===== src/rtl/cond_pkg.sv =====
// Condition-code encodings, NZCV bit positions and the shared condition evaluator.
// Pure combinational helpers; no latency, no flow control.
// Imported by the status unit and its per-lane evaluator.
package cond_pkg;

    localparam logic [3:0] COND_EQ = 4'h0;
    localparam logic [3:0] COND_NE = 4'h1;
    localparam logic [3:0] COND_CS = 4'h2;
    localparam logic [3:0] COND_CC = 4'h3;
    localparam logic [3:0] COND_MI = 4'h4;
    localparam logic [3:0] COND_PL = 4'h5;
    localparam logic [3:0] COND_VS = 4'h6;
    localparam logic [3:0] COND_VC = 4'h7;
    localparam logic [3:0] COND_HI = 4'h8;
    localparam logic [3:0] COND_LS = 4'h9;
    localparam logic [3:0] COND_GE = 4'hA;
    localparam logic [3:0] COND_LT = 4'hB;
    localparam logic [3:0] COND_GT = 4'hC;
    localparam logic [3:0] COND_LE = 4'hD;
    localparam logic [3:0] COND_AL = 4'hE;
    localparam logic [3:0] COND_NV = 4'hF;

    localparam int FLAG_N = 3;
    localparam int FLAG_Z = 2;
    localparam int FLAG_C = 1;
    localparam int FLAG_V = 0;

    function automatic logic cond_eval(input logic [3:0] cond,
                                       input logic [3:0] nzcv,
                                       input logic       nv_pass);
        logic n;
        logic z;
        logic c;
        logic v;
        logic r;
        n = nzcv[FLAG_N];
        z = nzcv[FLAG_Z];
        c = nzcv[FLAG_C];
        v = nzcv[FLAG_V];
        r = 1'b0;
        case (cond)
            COND_EQ: r = z;
            COND_NE: r = ~z;
            COND_CS: r = c;
            COND_CC: r = ~c;
            COND_MI: r = n;
            COND_PL: r = ~n;
            COND_VS: r = v;
            COND_VC: r = ~v;
            COND_HI: r = c & ~z;
            COND_LS: r = ~c | z;
            COND_GE: r = (n == v);
            COND_LT: r = (n != v);
            COND_GT: r = ~z & (n == v);
            COND_LE: r = z | (n != v);
            COND_AL: r = 1'b1;
            COND_NV: r = nv_pass;
            default: r = 1'b0;
        endcase
        return r;
    endfunction

endpackage


===== src/rtl/cond_eval_lane.sv =====
// Per-lane condition evaluator.
// Combinational, zero latency.
// No flow control; the caller qualifies the result with its own accept.
module cond_eval_lane
    import cond_pkg::*;
#(
    parameter bit NV_PASS = 1'b0
) (
    input  logic [3:0] cond,
    input  logic [3:0] nzcv,
    output logic       pass
);

    assign pass = cond_eval(cond, nzcv, NV_PASS);

endmodule


===== src/rtl/cond_status_unit.sv =====
// NZCV status register owner and multi-lane condition evaluator with in-flight writer tracking.
// Response latency exactly one cycle after accept; responses cannot be back-pressured.
// All lanes stall together (req_ready low) while any flag-setter is in flight and flags are not final.
module cond_status_unit
    import cond_pkg::*;
#(
    parameter int unsigned LANES       = 2,
    parameter int unsigned MAX_PENDING = 3,
    parameter bit          BYPASS      = 1'b1,
    parameter bit          NV_PASS     = 1'b0
) (
    input  logic                             clk,
    input  logic                             rst,
    input  logic                             set_issue,
    output logic                             set_ready,
    input  logic                             wb_valid,
    input  logic [3:0]                       wb_status,
    input  logic [LANES-1:0]                 req_valid,
    input  logic [4*LANES-1:0]               req_cond,
    output logic [LANES-1:0]                 req_ready,
    output logic [LANES-1:0]                 resp_valid,
    output logic [LANES-1:0]                 resp_pass,
    output logic [3:0]                       status,
    output logic [$clog2(MAX_PENDING+1)-1:0] pending,
    output logic                             proto_err
);

    localparam int PW = $clog2(MAX_PENDING + 1);

    logic             issue_acc;
    logic             use_bypass;
    logic             clean;
    logic [3:0]       src;
    logic [LANES-1:0] accept;
    logic [LANES-1:0] lane_pass;

    assign set_ready = (pending < PW'(MAX_PENDING));
    assign issue_acc = set_issue & set_ready;

    // Last writer retiring with no new writer behind it: its flags are final this cycle.
    assign use_bypass = BYPASS && wb_valid && (pending == PW'(1)) && !set_issue;
    assign clean      = (pending == '0) || use_bypass;
    assign src        = use_bypass ? wb_status : status;

    assign req_ready = {LANES{clean}};
    assign accept    = req_valid & req_ready;

    for (genvar i = 0; i < LANES; i++) begin : g_lane
        cond_eval_lane #(
            .NV_PASS (NV_PASS)
        ) u_lane (
            .cond (req_cond[4*i +: 4]),
            .nzcv (src),
            .pass (lane_pass[i])
        );
    end

    always_ff @(posedge clk) begin
        if (rst) begin
            status     <= '0;
            pending    <= '0;
            resp_valid <= '0;
            resp_pass  <= '0;
            proto_err  <= 1'b0;
        end else begin
            if (wb_valid) begin
                status <= wb_status;
            end
            if (issue_acc && !wb_valid) begin
                pending <= pending + PW'(1);
            end else if (wb_valid && !issue_acc && (pending != '0)) begin
                pending <= pending - PW'(1);
            end
            if (wb_valid && (pending == '0)) begin
                proto_err <= 1'b1;
            end
            resp_valid <= accept;
            resp_pass  <= (accept & lane_pass) | (~accept & resp_pass);
        end
    end

endmodule


===== config.mk =====
export PLATFORM = sky130hd
export DESIGN_NAME = cond_status_unit
export DESIGN_NICKNAME = d
export VERILOG_FILES = /design/src/rtl/cond_pkg.sv /design/src/rtl/cond_eval_lane.sv /design/src/rtl/cond_status_unit.sv
export SDC_FILE = /design/constraint.sdc
export NUM_CORES = 1
export LEC_CHECK = 0
export ABC_AREA = 1
export CORE_UTILIZATION = 47
export DETAILED_ROUTE_END_ITERATION = 8
export PLACE_DENSITY = 0.79
export SLEW_MARGIN = 15
export SYNTH_ARGS = -nofsm -noshare
export SYNTH_HDL_FRONTEND = slang
export SYNTH_SLANG_ARGS = --single-unit

===== constraint.sdc =====
create_clock -name clk -period 2.1 [get_ports clk]
set_input_delay 0.21 -clock clk [delete_from_list [all_inputs] [get_ports clk]]
set_output_delay 0.21 -clock clk [all_outputs]
set_load 0.1 [all_outputs]

Word level (Yosys, flattened, before mapping)
Index checks and enable logic that the tools add are counted.
{ "word_totals": {"ff_bits": 11, "in_bits": 18, "out_inout_bits": 14, "wordCells": 75} }
{ "classes": {"addsub": 2, "order_cmp": 1, "eq_ne": 33, "mux": 5, "bitwise": 14, "reduce_logical": 15} }
{ "op_table": {"columns": ["op", "n"], "rows": [
  ["$eq A4 B4 Y1 const B", 16],
  ["$eq A4 B3 Y1 const B", 8],
  ["$pmux W1 S16", 2],
  ["$eq A4 B2 Y1 const B", 4],
  ["$eq A4 B1 Y1 const B", 2],
  ["$logic_not A4 Y1", 2],
  ["$and A2 B2 Y2", 3],
  ["$logic_and A1 B1 Y1", 6],
  ["$mux W2", 2],
  ["$mux W4", 1],
  ["$not A1 Y1", 4],
  ["$reduce_bool A2 Y1", 2],
  ["$and A1 B1 Y1", 3],
  ["$logic_not A1 Y1", 3],
  ["$add A2 B1 Y2 const B", 1],
  ["$eq A2 B1 Y1 const B", 1],
  ["$logic_not A2 Y1", 1],
  ["$lt A2 B2 Y1 const B", 1],
  ["$not A2 Y2", 1],
  ["$or A1 B1 Y1", 2],
  ["$or A2 B2 Y2", 1],
  ["$sub A2 B1 Y2 const B", 1],
  ["$eq A1 B1 Y1", 1],
  ["$logic_or A1 B1 Y1", 1],
  ["$ne A1 B1 Y1", 1]
]} }

Logic depth before layout (Yosys ltp)
Gate-level depths: netlist of run 1.
{ "logic_depth": {"ltp_word": 9, "ltp_mapped": 14} }

Cells and area by module
A second synthesis of run 1 with hierarchy kept.
{ "unflattened": {"hier_cells": 168, "hier_area_um2": 980.9} }
{ "by_module_without_submodules": {"columns": ["mod", "instances", "cells_each", "area_each_um2", "seq_area_each_um2"], "rows": [
  ["cond_status_unit", 1, 78, 570.5, 220.2],
  ["cond_eval_lane", 2, 45, 205.2, 0.0]
]} }

Worst setup path after synthesis of run 1
OpenSTA, ideal clock, no wires.
{ "synth_timing": {"kind": "reg2reg", "startpoint": "register pending[1]", "endpoint": "register with a tool-made name", "setup_ns": 0.132, "arrival_time_ns": 2.258, "required_ns": 1.968, "setup_slack_ns": -0.290, "stages_incl_launch_ff": 13, "path_buffers": 0, "period_less_slack_ns": 2.390, "path_cell_list": "dfxtp_1 > inv_1 > ha_1 > nand3_4 > nand2_1 > nand2_1 > nand2_2 > nand2_4 > nand3_1 > nand2_1 > nand4_1 > nand2_1 > a21oi_2"} }
{ "synth_lines": {"columns": ["element", "line_no", "rtl"], "rows": [
  ["start, declared", "cond_status_unit.sv:24", "output logic [$clog2(MAX_PENDING+1)-1:0] pending,"],
  ["start signal, assigned", "cond_status_unit.sv:70", "pending <= pending + PW'(1);"],
  ["start signal, assigned", "cond_status_unit.sv:72", "pending <= pending - PW'(1);"]
]} }

Final worst setup path of run 1
{ "layout_timing": {"startpoint": "register pending[1]", "endpoint": "output req_ready[1]"} }
{ "layout_between": {"elab_chain_cells": 4} }
{ "layout_lines": {"columns": ["element", "line_no", "rtl"], "rows": [
  ["$eq A2 B1 Y1", "cond_status_unit.sv:41", "assign use_bypass = BYPASS && wb_valid && (pending == PW'(1)) && !set_issue;"],
  ["$logic_and A1 B1 Y1 (2 in series)", "cond_status_unit.sv:41", null],
  ["$logic_or A1 B1 Y1 *", "cond_status_unit.sv:42", "assign clean = (pending == '0) || use_bypass;"],
  ["end, declared", "cond_status_unit.sv:20", "output logic [LANES-1:0] req_ready,"]
]} }
Every way passes the cells marked *; elsewhere a longest branch is shown, timed or not.

==> results.sh, run 1 <==
export IMPL_post_cts_setup_buffers=0
export IMPL_worst_setup_hold_path_clk_slew_ns=0.08
export IMPL_start_kind="register"
export IMPL_worstMarginPinSlew_ns=0.456
export IMPL_syn_nets=209
export IMPL_routabilityCongestion=0.888
export IMPL_numCtsBuffers=3
export IMPL_powerDensity_nw_per_um2=624
export IMPL_cts_tree="built"
export IMPL_power_mw=0.893
export IMPL_netlist_area_um2=1100
export IMPL_fp_dieH_um=50.3
export IMPL_ctsHtreeMaxLevel=1
export IMPL_drive_gt1_frac=0.183
export IMPL_worst_slack_ns=0.209
export IMPL_ys_warn_count=0
export IMPL_synth_edf_count=0
export IMPL_drtAntennaViolNets=0
export IMPL_async_reset_ff_frac=0
export IMPL_clk_latency_ns=0.27
export IMPL_fin_skew_ns=0.00623
export IMPL_std_cell_rows=17
export IMPL_critPathCaptureType="primary output"
export IMPL_drc_errors=0
export IMPL_r2r_cells=13
export IMPL_pwr_share_seq=0.272
export IMPL_internal_power_mw=0.451
export IMPL_grt_pass1_wl_um=4380
export IMPL_r2r_start="pending[1]$_SDFFE_PP0P_"
export IMPL_path_cells="inv_1 > ha_1 > nand2_2 > nor2_4 > or2_2 > buf_12"
export IMPL_clock_sinks=11
export IMPL_cp_top_family="simple AND/OR/NAND/NOR gates"
export IMPL_preCtsSetupSlack_ns=0.0780
export IMPL_vias_per_cell=4.97
export IMPL_critical_path_depth=6
export IMPL_grt_use_total=0.221
export IMPL_area_growth_syn_to_layout_pct=30.7
export IMPL_finalNonFillerCells=247
export IMPL_ys_types=29
export IMPL_clk_path_buf_depth=2
export IMPL_critical_path_class="reg -> out"
export IMPL_dp_hpwl_um=2170
export IMPL_firstDrtPassIters=4
export IMPL_placed_area_um2=1410
export IMPL_irDropWorstVdd_uv=494
export IMPL_postCtsHoldBufs=0
export IMPL_avgSynthCellArea_um2=5.83
export IMPL_synth_flop_cell="dfxtp_1"
export IMPL_max_slew_margin=0.695
export IMPL_p_leak_nw=0.697
export IMPL_die_area_um2=2530
export IMPL_io_buffers=31
export IMPL_p_switching_mw=0.443
export IMPL_diodes=0
export IMPL_cts_resized=0
export IMPL_io_pins=32
export IMPL_crit_arrival_ns=1.68
export IMPL_ys_ff_latch=11
export IMPL_max_freq_mhz=529
export IMPL_hold_violations=0
export IMPL_start_util=0.495
export IMPL_cp_required_ns=1.89
export IMPL_setup_viol=0
export IMPL_min_delay_path_depth=2
export IMPL_slew_violations=0
export IMPL_switching_share=0.495
export IMPL_power_frac_clock=0.166
export IMPL_critPathMaxStageDelay_ns=0.37
export IMPL_core_um2=2210
export IMPL_final_area_um2=1430
export IMPL_wl_um=2680
export IMPL_dp_cells=243
export IMPL_cp_num_buf_inv=2
export IMPL_grt_overflow_total=0
export IMPL_num_vias=1228
export IMPL_antenna_found_initial=0
export IMPL_rsz0062_at_grt="no"
export IMPL_grt_start_max_net_pins=12
export IMPL_fin_nets=241
export IMPL_slowest_stage="or2_2"
export IMPL_tns_ns=0
export IMPL_grt_pass1_vias=1070
export IMPL_min_period_ns=1.89
export IMPL_critPathMaxFanout=6
export IMPL_fin_crit_sh=0.901
export IMPL_clockRootBuffer="clkbuf_4"
export IMPL_worstHoldPathType="reg -> reg"
export IMPL_layout_commonest_cell="nand2_1"
export IMPL_startpoint="pending[1]$_SDFFE_PP0P_"
export IMPL_outcome="finished clean"
export IMPL_die_w_um=50.3
export IMPL_synthCells=188
export IMPL_drv_cap=0
export IMPL_combPwrFrac=0.562
export IMPL_routedWlPerCell_um=10.8
export IMPL_yosysSeqAreaShare=0.201
export IMPL_drt_iter0_markers=17
export IMPL_layout_cells_most_common_list="57 x nand2_1, 35 x nor2_1, 22 x inv_1, 17 x clkdlybuf4s50_1, 13 x buf_4"
-- area by class of cell --
class / count / area (um^2)
Multi-Input combinational cell: 149 / 754
Clock buffer: 4 / 26.3
Tap cell: 28 / 35.0
Timing Repair Buffer: 32 / 308
Fill cell: 215 / 779
Inverter: 23 / 86.3
Sequential cell: 11 / 223
-- power groups by stage --
stage | Clock, mW | Sequential (mW) | Combinational (mW)
detailed placement | 0 | 0.247 | 0.502
CTS | 0.153 | 0.243 | 0.503
floorplan | 0 | 0.386 | 0.239
finish | 0.148 | 0.243 | 0.502
global placement | 0 | 0.247 | 0.498
global route | 0.164 | 0.246 | 0.533
-- per-stage QoR --
stage          utilization  hold WS [ns]
6_report             0.648         0.484
5_1_grt              0.648         0.500
4_1_cts              0.648         0.485
3_5_place_dp         0.636         0.469
3_3_place_gp         0.636         0.460
2_1_floorplan            -         0.353
-- path summary, 6_finish.rpt --
kind	to	slack, ns
setup reg to reg	register	0.26
setup / recovery	req_ready[1]	0.21
hold reg to reg	register	0.48
hold / removal	register	0.48
-- Yosys cell counts (2+ instances only) --
master    instances  area, um^2
nor2_1           35         131
nand2_4           3        33.8
nand3_1          12        60.1
o21ai_0           2        10.0
nand2_2           7        43.8
o22ai_1           2        12.5
a211oi_1          4        30.0
or2_2             3        18.8
nand2_1          57         214
ha_1              3        37.5
dfxtp_1          11         220
nand4_1           6        37.5
inv_1            22        82.6
a21oi_1           4        20.0
a21oi_2           2        17.5
buf_4             2        15.0
-- worst min-delay path, stage by stage (launching register included) --
cell	delay, ns
dfxtp_1	0.32
nand2_1	0.08
a21oi_2	0.05
-- per-layer routing --
layer,wire length [um],track usage
met3,92,0.0273
met4,0,0.0417
met1,1270,0.287
met5,0,0
met2,1320,0.389
-- logic make-up (layout without fill, tap and decap cells) --
group                    Yosys count  after routing  synth area share
AO/OA/AOI/OAI                     18             18             0.115
flip-flops                        11             11             0.201
AND/OR/NAND/NOR                  128            128             0.539
buffers and inverters             28             59             0.111
adder cells (fa/ha/maj)            3              3            0.0343
Power figures use the tool's default switching activity.
==> inputs of run 2 (changes only) <==
--- a/config.mk
+++ b/config.mk
@@ -8,6 +8,7 @@
 export ABC_AREA = 1
 export CORE_UTILIZATION = 47
 export DETAILED_ROUTE_END_ITERATION = 8
+export GPL_TIMING_DRIVEN = 0
 export PLACE_DENSITY = 0.79
 export SLEW_MARGIN = 15
 export SYNTH_ARGS = -nofsm -noshare
==> results.sh, run 2 (synthesized netlist as in run 1, its figures left out) <==
export IMPL_ctsHtreeMaxLevel=1
export IMPL_worst_setup_hold_path_clk_slew_ns=0.07
export IMPL_wl_um=2550
export IMPL_grt_use_total=0.221
export IMPL_grt_pass1_vias=1086
export IMPL_dp_cells=247
export IMPL_drv_cap=0
export IMPL_layout_commonest_cell="nand2_1"
export IMPL_irDropWorstVdd_uv=608
export IMPL_io_pins=32
export IMPL_clock_sinks=11
export IMPL_fin_crit_sh=0.962
export IMPL_numCtsBuffers=3
export IMPL_firstDrtPassIters=4
export IMPL_slew_violations=0
export IMPL_clockRootBuffer="clkbuf_4"
export IMPL_core_um2=2210
export IMPL_grt_start_max_net_pins=11
export IMPL_clk_path_buf_depth=2
export IMPL_die_area_um2=2530
export IMPL_grt_pass1_wl_um=4400
export IMPL_drive_gt1_frac=0.143
export IMPL_critPathMaxStageDelay_ns=0.36
export IMPL_antenna_found_initial=0
export IMPL_worstMarginPinSlew_ns=0.976
export IMPL_cp_required_ns=1.89
export IMPL_layout_cells_most_common_list="57 x nand2_1, 35 x nor2_1, 28 x clkdlybuf4s50_1, 22 x inv_1, 12 x nand3_1"
export IMPL_dp_hpwl_um=2130
export IMPL_path_cells="inv_1 > ha_2 > nand2_2 > nor2_4 > or2_2 > buf_2 > buf_4 > buf_4"
export IMPL_outcome="finished clean"
export IMPL_min_period_ns=2.02
export IMPL_io_buffers=31
export IMPL_critPathMaxFanout=6
export IMPL_setup_viol=0
export IMPL_fin_nets=245
export IMPL_fp_dieH_um=50.3
export IMPL_powerDensity_nw_per_um2=605
export IMPL_worstHoldPathType="reg -> reg"
export IMPL_diodes=0
export IMPL_max_freq_mhz=495
export IMPL_power_mw=0.887
export IMPL_final_util=0.663
export IMPL_start_kind="register"
export IMPL_critPathCaptureType="primary output"
export IMPL_p_leak_nw=0.680
export IMPL_grt_overflow_total=0
export IMPL_start_util=0.495
export IMPL_fin_skew_ns=0.00334
export IMPL_drtAntennaViolNets=0
export IMPL_std_cell_rows=17
export IMPL_clk_latency_ns=0.26
export IMPL_cts_tree="built"
export IMPL_vias_per_cell=5.00
export IMPL_rsz0062_at_grt="no"
export IMPL_drc_errors=0
export IMPL_finalNonFillerCells=251
export IMPL_area_growth_syn_to_layout_pct=33.8
export IMPL_path_common_cell="buf_4"
export IMPL_critical_path_class="reg -> out"
export IMPL_routabilityCongestion=0.877
export IMPL_post_cts_setup_buffers=0
export IMPL_hold_violations=0
export IMPL_tns_ns=0
export IMPL_crit_arrival_ns=1.81
export IMPL_max_slew_margin=0.347
export IMPL_drt_iter0_markers=19
export IMPL_fill_cells=219
export IMPL_slowest_stage="dfxtp_2"
export IMPL_routedWlPerCell_um=10.2
export IMPL_num_vias=1254
export IMPL_die_w_um=50.3
-- run 2: worst paths after layout --
kind | to | slack (ns) | startpoint | depth (start not counted)
min reg2reg | register | 0.48 | register | 2
max | req_ready[0] | 0.08 | pending[1]$_SDFFE_PP0P_ | 8
max reg2reg | register | 0.24 | pending[1]$_SDFFE_PP0P_ | 13
min | register | 0.48 | register | 2
-- run 2: per-layer routing --
metal | part of all wire | vias up | track usage
li1 | - | 665 | -
met1 | 0.48 | 561 | 0.281
met2 | 0.48 | 26 | 0.389
met3 | 0.041 | 2 | 0.0303
met4 | 0.0024 | 0 | 0.0556
met5 | 0 | - | 0
-- run 2: per-stage QoR --
step / hold WS, ns / worst slack (ns) / instance area [um^2]
5_1_grt: 0.511 / 0.0000779 / 1470
4_1_cts: 0.482 / 0.00511 / 1460
2_1_floorplan: 0.353 / 0.0402 / 1100
6_report: 0.479 / 0.0796 / 1470
3_3_place_gp: 0.463 / -0.721 / 1440
3_5_place_dp: 0.473 / -0.734 / 1440
-- run 2: report_power, final --
part	internal (mW)	switching [mW]
Clock	0.0735	0.0677
Combinational	0.149	0.354
Sequential	0.229	0.0128
Total	0.452	0.435
-- run 2: repair_timing --
item	in CTS	in global routing
gates resized for setup	13	1
setup endpoints to repair	3	2
pin swaps	0	0
hold buffers	0	0
-- run 2: final cells by class --
type,count,area [um^2],area share
Sequential cell,11,223,0.152
Inverter,23,86.3,0.0589
Multi-Input combinational cell,149,757,0.516
Clock buffer,4,26.3,0.0179
Tap cell,28,35.0,0.0239
Timing Repair Buffer,31,304,0.207
Buffer,5,35.0,0.0239
-- run 2: critical path: cells and delay by family, from the launching register on --
kind / cells / cell delay, ns
adder cells (fa/ha/maj): 1 / 0.21
buffers and inverters: 4 / 0.56
flip-flops: 1 / 0.36
AND/OR/NAND/NOR: 3 / 0.41
